### src/rtl/countdown_timer.sv
// countdown_timer: loadable down-counter with one-shot and auto-reload modes.
//
// A start value N is accepted through a valid/ready handshake while idle.
// The timer then counts down once per enabled clock and raises a one-cycle
// `expired` pulse after exactly N enabled cycles. In auto-reload mode it
// restarts from N on every terminal count. `irq` is a sticky copy of the
// expiry pulses.
//
// Ports:
//   clock       in   sole clock, rising edge
//   reset       in   asynchronous active-low reset
//   load_valid  in   request to load a start value
//   load_ready  out  timer can accept a load (idle and not stopping)
//   load_value  in   start value N, sampled on handshake
//   auto_reload in   periodic mode, sampled on handshake
//   enable      in   count advance; 0 pauses
//   stop        in   synchronous abort to idle, no expiry pulse
//   irq_clear   in   clears irq
//   count       out  current count (registered)
//   busy        out  timer running or paused
//   expired     out  one-cycle terminal-count pulse (registered)
//   irq         out  sticky expiry flag (registered)
module countdown_timer #(
  parameter int Size = 5
) (
  input  logic            clock,
  input  logic            reset,
  input  logic            load_valid,
  output logic            load_ready,
  input  logic [Size-1:0] load_value,
  input  logic            auto_reload,
  input  logic            enable,
  input  logic            stop,
  input  logic            irq_clear,
  output logic [Size-1:0] count,
  output logic            busy,
  output logic            expired,
  output logic            irq
);

  typedef enum logic {
    IDLE = 1'b0,
    RUN  = 1'b1
  } state_t;

  localparam logic [Size-1:0] One = Size'(1);

  state_t          state, state_n;
  logic [Size-1:0] count_n;
  logic [Size-1:0] reload, reload_n;
  logic            auto_mode, auto_n;
  logic            expired_n;
  logic            irq_n;

  // State register
  always_ff @(posedge clock or negedge reset) begin
    if (!reset) begin
      state     <= IDLE;
      count     <= '0;
      reload    <= '0;
      auto_mode <= 1'b0;
      expired   <= 1'b0;
      irq       <= 1'b0;
    end else begin
      state     <= state_n;
      count     <= count_n;
      reload    <= reload_n;
      auto_mode <= auto_n;
      expired   <= expired_n;
      irq       <= irq_n;
    end
  end

  // Next-state logic; stop has priority over load, enable and expiry.
  always_comb begin
    state_n   = state;
    count_n   = count;
    reload_n  = reload;
    auto_n    = auto_mode;
    expired_n = 1'b0;
    if (stop) begin
      state_n = IDLE;
      count_n = '0;
    end else begin
      unique case (state)
        IDLE: begin
          if (load_valid) begin
            reload_n = load_value;
            auto_n   = auto_reload;
            if (load_value != '0) begin
              count_n = load_value;
              state_n = RUN;
            end else begin
              // Zero-length load expires immediately without running.
              count_n   = '0;
              expired_n = 1'b1;
            end
          end
        end
        RUN: begin
          if (enable) begin
            if (count > One) begin
              count_n = count - One;
            end else begin
              expired_n = 1'b1;
              if (auto_mode) begin
                count_n = reload;
              end else begin
                count_n = '0;
                state_n = IDLE;
              end
            end
          end
        end
        default: begin
          state_n = IDLE;
          count_n = '0;
        end
      endcase
    end
    // Setting wins over a simultaneous clear.
    irq_n = expired_n | (irq & ~irq_clear);
  end

  // Outputs
  always_comb begin
    busy       = (state == RUN);
    load_ready = (state == IDLE) && !stop;
  end

endmodule

### config.mk
export PLATFORM = sky130hd
export DESIGN_NAME = countdown_timer
export DESIGN_NICKNAME = d
export VERILOG_FILES = /design/src/rtl/countdown_timer.sv
export SDC_FILE = /design/constraint.sdc
export NUM_CORES = 1
export LEC_CHECK = 0
export BUFFER_PORTS_ARGS = -buffer_cell sky130_fd_sc_hd__buf_2
export CORE_MARGIN = 1
export CORE_UTILIZATION = 45
export CTS_CLUSTER_DIAMETER = 40
export CTS_CLUSTER_SIZE = 28
export DETAILED_ROUTE_END_ITERATION = 8
export PLACE_DENSITY = 0.72
export SETUP_SLACK_MARGIN = 0.2
export SLEW_MARGIN = 20
export SYNTH_ARGS = -nofsm -noshare
export SYNTH_HDL_FRONTEND = slang
export SYNTH_SLANG_ARGS = --single-unit
### constraint.sdc
create_clock -name clock -period 1.7 [get_ports clock]
set_input_delay 0.34 -clock clock [delete_from_list [all_inputs] [get_ports clock]]
set_output_delay 0.34 -clock clock [all_outputs]
set_load 0.03 [all_outputs]
==> results of run 1 <==
-- area by class of cell --
cell class                      count  area [µm²]
Clock buffer                        4        36.3
Inverter                            7        26.3
Fill cell                         147         643
Multi-Input combinational cell     59         462
Timing Repair Buffer               27         155
Sequential cell                    14         354
Tap cell                           25        31.3
-- metrics by stage --
stage | setup WS, ns | instance area, µm²
floorplan | 0.0214 | 845
global placement | 0.0470 | 967
detailed placement | 0.0147 | 967
CTS | 0.0376 | 1050
global route | -0.0928 | 1060
finish | -0.00248 | 1060
-- Yosys cell counts (2+ instances only) --
| cell | instances |
|---|---|
| dfrtp_1 | 14 |
| nor2_1 | 8 |
| inv_1 | 7 |
| mux2_2 | 6 |
| nand2_1 | 6 |
| a21oi_1 | 5 |
| nand3_1 | 3 |
| o21ai_0 | 3 |
| a221oi_1 | 2 |
| ha_1 | 2 |
| mux2i_1 | 2 |
-- worst max-delay path, cell delays in order, from the launching register on --
cell and delay (ns):
dfrtp_2 0.45, inv_2 0.09, ha_4 0.13, o21ba_4 0.16
or4_4 0.46, buf_4 0.16, nand3_2 0.05, a311oi_1 0.09
-- flip-flops by register name, indices dropped and copies added, names as in the netlist --
register and flops:
auto_mode 1, busy 1, count 5, expired 1, irq 1, reload 5
-- final timing paths --
| check | endpoint | cells past startpoint |
|---|---|---|
| max in group asynchronous | busy | 2 |
| min reg2reg | reload[0] | 1 |
| min in group asynchronous | reload[0] | 2 |
| max | count[2] | 7 |
| min | irq | 2 |
| max reg2reg | count[2] | 7 |
-- per-layer routing --
layer / track usage / wire length [µm] / vias up
li1: - / - / 360
met1: 0.293 / 942 / 364
met2: 0.353 / 959 / 30
met3: 0.0367 / 85 / 4
met4: 0.115 / 31 / 0
met5: 0 / 0 / -
-- power by group --
group | total (mW) | leakage, nW | switching [mW] | internal [mW]
Sequential | 0.444 | 0.173 | 0.0621 | 0.382
Combinational | 0.362 | 0.288 | 0.191 | 0.171
Clock | 0.241 | 0.0210 | 0.110 | 0.130
-- kinds of logic (layout without fill, tap and decap cells) --
group | count (synthesis) | in the layout | share of synthesized area
AOI/OAI and AO/OA | 21 | 21 | 0.194
xor gates and xnor gates | 1 | 1 | 0.0107
adders and majority gates | 2 | 2 | 0.0306
buffers and inverters | 9 | 38 | 0.0429
DFF | 14 | 14 | 0.429
muxes | 8 | 8 | 0.107
and+or+nand+nor | 27 | 27 | 0.185
-- repair_timing --
| item | 4_1_cts | 5_1_grt |
|---|---|---|
| buffers inserted | 4 | 2 |
| pin swaps | 6 | 0 |
| hold buffers | 1 | 0 |
| resized for setup | 1 | 1 |
| endpoints found under the hold margin | 14 | 0 |
| setup endpoints to repair | 7 | 8 |
==> flow_metrics.py, run 1 <==
metrics = {
    "flow_run": {
        "cap_violations": 0,
    },
    "drt": {
        "vias": 758,
        "wirelength_mm": 2.02,
        "viasPerCell": 5.57,
        "wl_per_cell_um": 14.8,
        "drt_iter0_drc": 25,
        "first_pass_iters": 4,
        "antenna_left": 0,
        "drcViolationCount": 0,
    },
    "timing": {
        "fmax_ghz": 0.587,
        "finalMaxSlewViolations": 0,
        "finalHoldViolations": 0,
        "period_share": 1.00,
        "fin_tns_setup_ns": -0.00248,
        "fin_ws_ns": -0.00248,
        "rsz0062_at_grt": "true",
        "setup_violations": 1,
        "maxSlewHeadroom": 0.787,
        "fin_crit_ns": 1.70,
        "fin_skew_ns": 0.00738,
        "holdWs_ns": 0.242,
        "tightestPinTransition_ns": 0.318,
    },
    "floorplanning": {
        "die_w_um": 44.6,
        "die-area_mm2": 0.00199,
        "io_pins": 21,
        "initial_core_util": 0.478,
        "fp-row-count": 15,
        "core_area_mm2": 0.00171,
        "die_h_um": 44.6,
    },
    "global_route": {
        "grt_pass1_vias": 754,
        "antenna_found_initial": 0,
        "grt_pass1_wl_mm": 3.17,
        "grt_overflow": 0,
        "grt_max_degree": 15,
        "track_usage": 0.223,
    },
    "setup_path": {
        "path_class": "reg2reg",
        "rrSetupSlack_ns": -0.002,
        "reg2reg_from": "count[1]",
        "crit_fanout": 4,
        "crit_path_start": "count[1]",
        "crit_arrival_ns": 1.85,
        "end_kind": "flip-flop",
        "start_kind": "flip-flop",
        "critPathRequiredTime_ns": 1.85,
    },
    "min_path": {
        "hp-class": "in2reg",
        "min-delay-start": "irq_clear",
    },
    "placed_design": {
        "numPortBuffers": 20,
        "hpwlAfterDp_mm": 1.41,
        "placed_cells": 125,
        "place.gp.congestion": 0.810,
    },
    "status": {
        "violations": "negative setup slack",
        "status": "finished with violations",
    },
    "clock_tree": {
        "clk_pin_slew_worst_paths_ns": 0.09,
        "cts_tree": "yes",
        "cts_root_buf": "clkbuf_4",
        "cts_max_level": 1,
        "numCtsBuffers": 3,
        "clk_path_buf_depth": 2,
        "insertion_delay_ns": 0.28,
        "numClockSinks": 14,
    },
    "layout": {
        "mostFrequentLayoutCell": "buf_2",
        "diodes": 0,
        "drive_above_1_share": 0.441,
        "layout_common_cells": "buf_2 (20), dfrtp_1 (11), nor2_1 (8)",
        "syn_to_final_growth_pct": 30.3,
        "postLayoutCoreUtil": 0.623,
        "layout.nets": 126,
        "final_cells": 136,
    },
    "synth": {
        "yosys.area.top_type": "dfrtp_1",
        "synth_edf_count": 0,
        "synth-seq-area-share": 0.429,
        "synth.avg_cell_area_um2": 9.96,
        "netlist_instances": 82,
        "async_flop_share": 1.00,
        "synth_top_flop_cell": "dfrtp_1",
        "ys_types": 35,
        "yosysTopAreaCellShare": 0.429,
        "synthesis.nets": 96,
        "synth.area.top_cells": "dfrtp_1 (43%), mux2_2 (8.3%), nor2_1 (3.7%)",
        "syn_area_um2": 817,
        "synth_seq_cells": 14,
        "yosysWarningCount": 0,
    },
    "power": {
        "vdd_drop_max_v": 0.000557,
        "power_density_mw_per_mm2": 982,
        "p_leak_nw": 0.482,
        "p_total_mw": 1.05,
    },
}
No activity file was read; power rests on OpenSTA's default activity.
==> inputs of run 2 (changes only) <==
- CORE_UTILIZATION: 45 -> 54
- PLACE_DENSITY: 0.72 -> 0.81
- clock period: 1.7 -> 2.09 ns (I/O delays scaled with it)
==> run 2 against run 1 <==
- the run now ends clean
- largest cell class unchanged
- sequential share of layout area rose by 3.2 points
- highest routed layer unchanged
- clock power shrank 18%
- combinational power shrank 31%
==> flow_metrics.py, run 2 (synthesized netlist as in run 1, its figures left out) <==
metrics = {
    "setup_path": {
        "end_kind": "flip-flop",
        "rrSetupSlack_ns": 0.29,
        "reg2reg_from": "count[1]",
        "critPathRequiredTime_ns": 2.30,
        "reg2reg_depth": 6,
        "rr_endpoint": "irq",
        "crit_path_start": "count[1]",
        "crit_fanout": 6,
        "start_kind": "flip-flop",
        "path_class": "reg2reg",
        "crit_arrival_ns": 2.01,
    },
    "power": {
        "p_int_mw": 0.524,
        "p_sw_frac": 0.350,
        "clkPwrFrac": 0.245,
        "power_density_mw_per_mm2": 836,
        "vdd_drop_max_v": 0.000449,
        "switching_power_mw": 0.283,
        "p_leak_nw": 0.450,
        "pwr-share-seq": 0.444,
        "p_comb_frac": 0.311,
    },
    "floorplanning": {
        "die_h_um": 40.9,
        "io_pins": 21,
        "die-area_mm2": 0.00167,
        "fp-row-count": 13,
        "core_area_mm2": 0.00135,
        "initial_core_util": 0.605,
        "die_w_um": 40.9,
    },
    "timing": {
        "setup_violations": 0,
        "fin_skew_ns": 0.00330,
        "finalMaxSlewViolations": 0,
        "fmax_ghz": 0.556,
        "period_share": 0.861,
        "fin_crit_ns": 1.80,
        "maxSlewHeadroom": 0.770,
        "tightestPinTransition_ns": 0.336,
        "holdWs_ns": 0.0149,
        "finalHoldViolations": 0,
        "rsz0062_at_grt": "false",
        "fin_tns_setup_ns": 0,
    },
    "placed_design": {
        "hpwlAfterDp_mm": 1.39,
        "place.gp.congestion": 0.856,
        "numPortBuffers": 20,
    },
    "drt": {
        "wl_per_cell_um": 15.9,
        "first_pass_iters": 4,
        "wirelength_mm": 1.89,
        "drcViolationCount": 0,
        "drt_iter0_drc": 25,
        "viasPerCell": 6.03,
        "antenna_left": 0,
        "vias": 718,
    },
    "clock_tree": {
        "clk_pin_slew_worst_paths_ns": 0.09,
        "cts_root_buf": "clkbuf_4",
        "cts_tree": "yes",
        "numClockSinks": 14,
        "insertion_delay_ns": 0.28,
        "postCtsSetupRepairBufs": 0,
        "cts_max_level": 1,
        "numCtsBuffers": 3,
        "clk_path_buf_depth": 2,
    },
    "layout": {
        "layout.nets": 119,
        "diodes": 0,
        "mostFrequentLayoutCell": "buf_2",
        "fillers": 105,
        "top_regs": "count (5), reload (5)",
        "layout_common_cells": "buf_2 (20), dfrtp_1 (13), nor2_1 (8), inv_1 (7)",
        "syn_to_final_growth_pct": 18.1,
        "drive_above_1_share": 0.356,
    },
    "global_route": {
        "grt_pass1_vias": 632,
        "grt_overflow": 0,
        "antenna_found_initial": 0,
        "grt_max_degree": 15,
        "grt_pass1_wl_mm": 2.73,
        "track_usage": 0.257,
    },
    "flow_run": {
        "cap_violations": 0,
    },
    "status": {
        "status": "finished clean",
    },
    "min_path": {
        "hp-class": "in2async",
    },
}
-- run 2: area by class of cell --
type,count,area (µm²),area share
Sequential cell,14,352,0.364
Tap cell,15,18.8,0.0195
Multi-Input combinational cell,59,432,0.447
Inverter,7,26.3,0.0272
Clock buffer,4,36.3,0.0376
Timing Repair Buffer,20,100,0.104
-- run 2: per-layer routing --
layer / vias up / part of all wire / GRT usage
met2: 23 / 0.50 / 0.398
met1: 341 / 0.45 / 0.337
met5: - / 0 / 0
met3: 4 / 0.035 / 0.0489
li1: 350 / - / -
met4: 0 / 0.011 / 0.125
-- run 2: power by group through the flow --
| stage | clock network, mW | logic (mW) | registers (mW) |
|---|---|---|---|
| finish | 0.198 | 0.251 | 0.358 |
| global route | 0.212 | 0.272 | 0.363 |
| CTS | 0.197 | 0.250 | 0.356 |
| detailed placement | 0 | 0.249 | 0.362 |
| global placement | 0 | 0.243 | 0.358 |
| floorplan | 0 | 0.157 | 0.378 |
-- run 2: repair_timing --
item                                    in CTS  in global routing
hold buffers                                 0                  0
endpoints found under the setup margin       0                  1
gates resized for setup                      0                  1
-- run 2: worst max-delay path by stage --
stage          slack, ns        to  depth (start not counted)
2_1_floorplan       0.21  count[4]                          6
3_3_place_gp        0.37  count[4]                          6
3_5_place_dp        0.27  count[4]                          6
4_1_cts             0.24  count[4]                          6
5_1_grt             0.20  count[4]                          6
6_report            0.29       irq                          6
-- run 2: through the flow --
step / util / worst slack (ns) / instance area [µm²] / std cells / total power, mW
floorplan: - / 0.212 / 817 / 82 / 0.535
global placement: 0.687 / 0.370 / 927 / 115 / 0.600
detailed placement: 0.687 / 0.269 / 927 / 115 / 0.611
CTS: 0.714 / 0.238 / 963 / 119 / 0.803
global route: 0.715 / 0.203 / 965 / 119 / 0.847
finish: 0.715 / 0.291 / 965 / 119 / 0.806
-- run 2: worst max-delay path, stage by stage (launching register included) --
cell and delay (ns):
dfrtp_2 0.44, inv_1 0.10, ha_1 0.16, o21ba_1 0.20, or4_4 0.48, o32a_1 0.22
o22ai_2 0.12
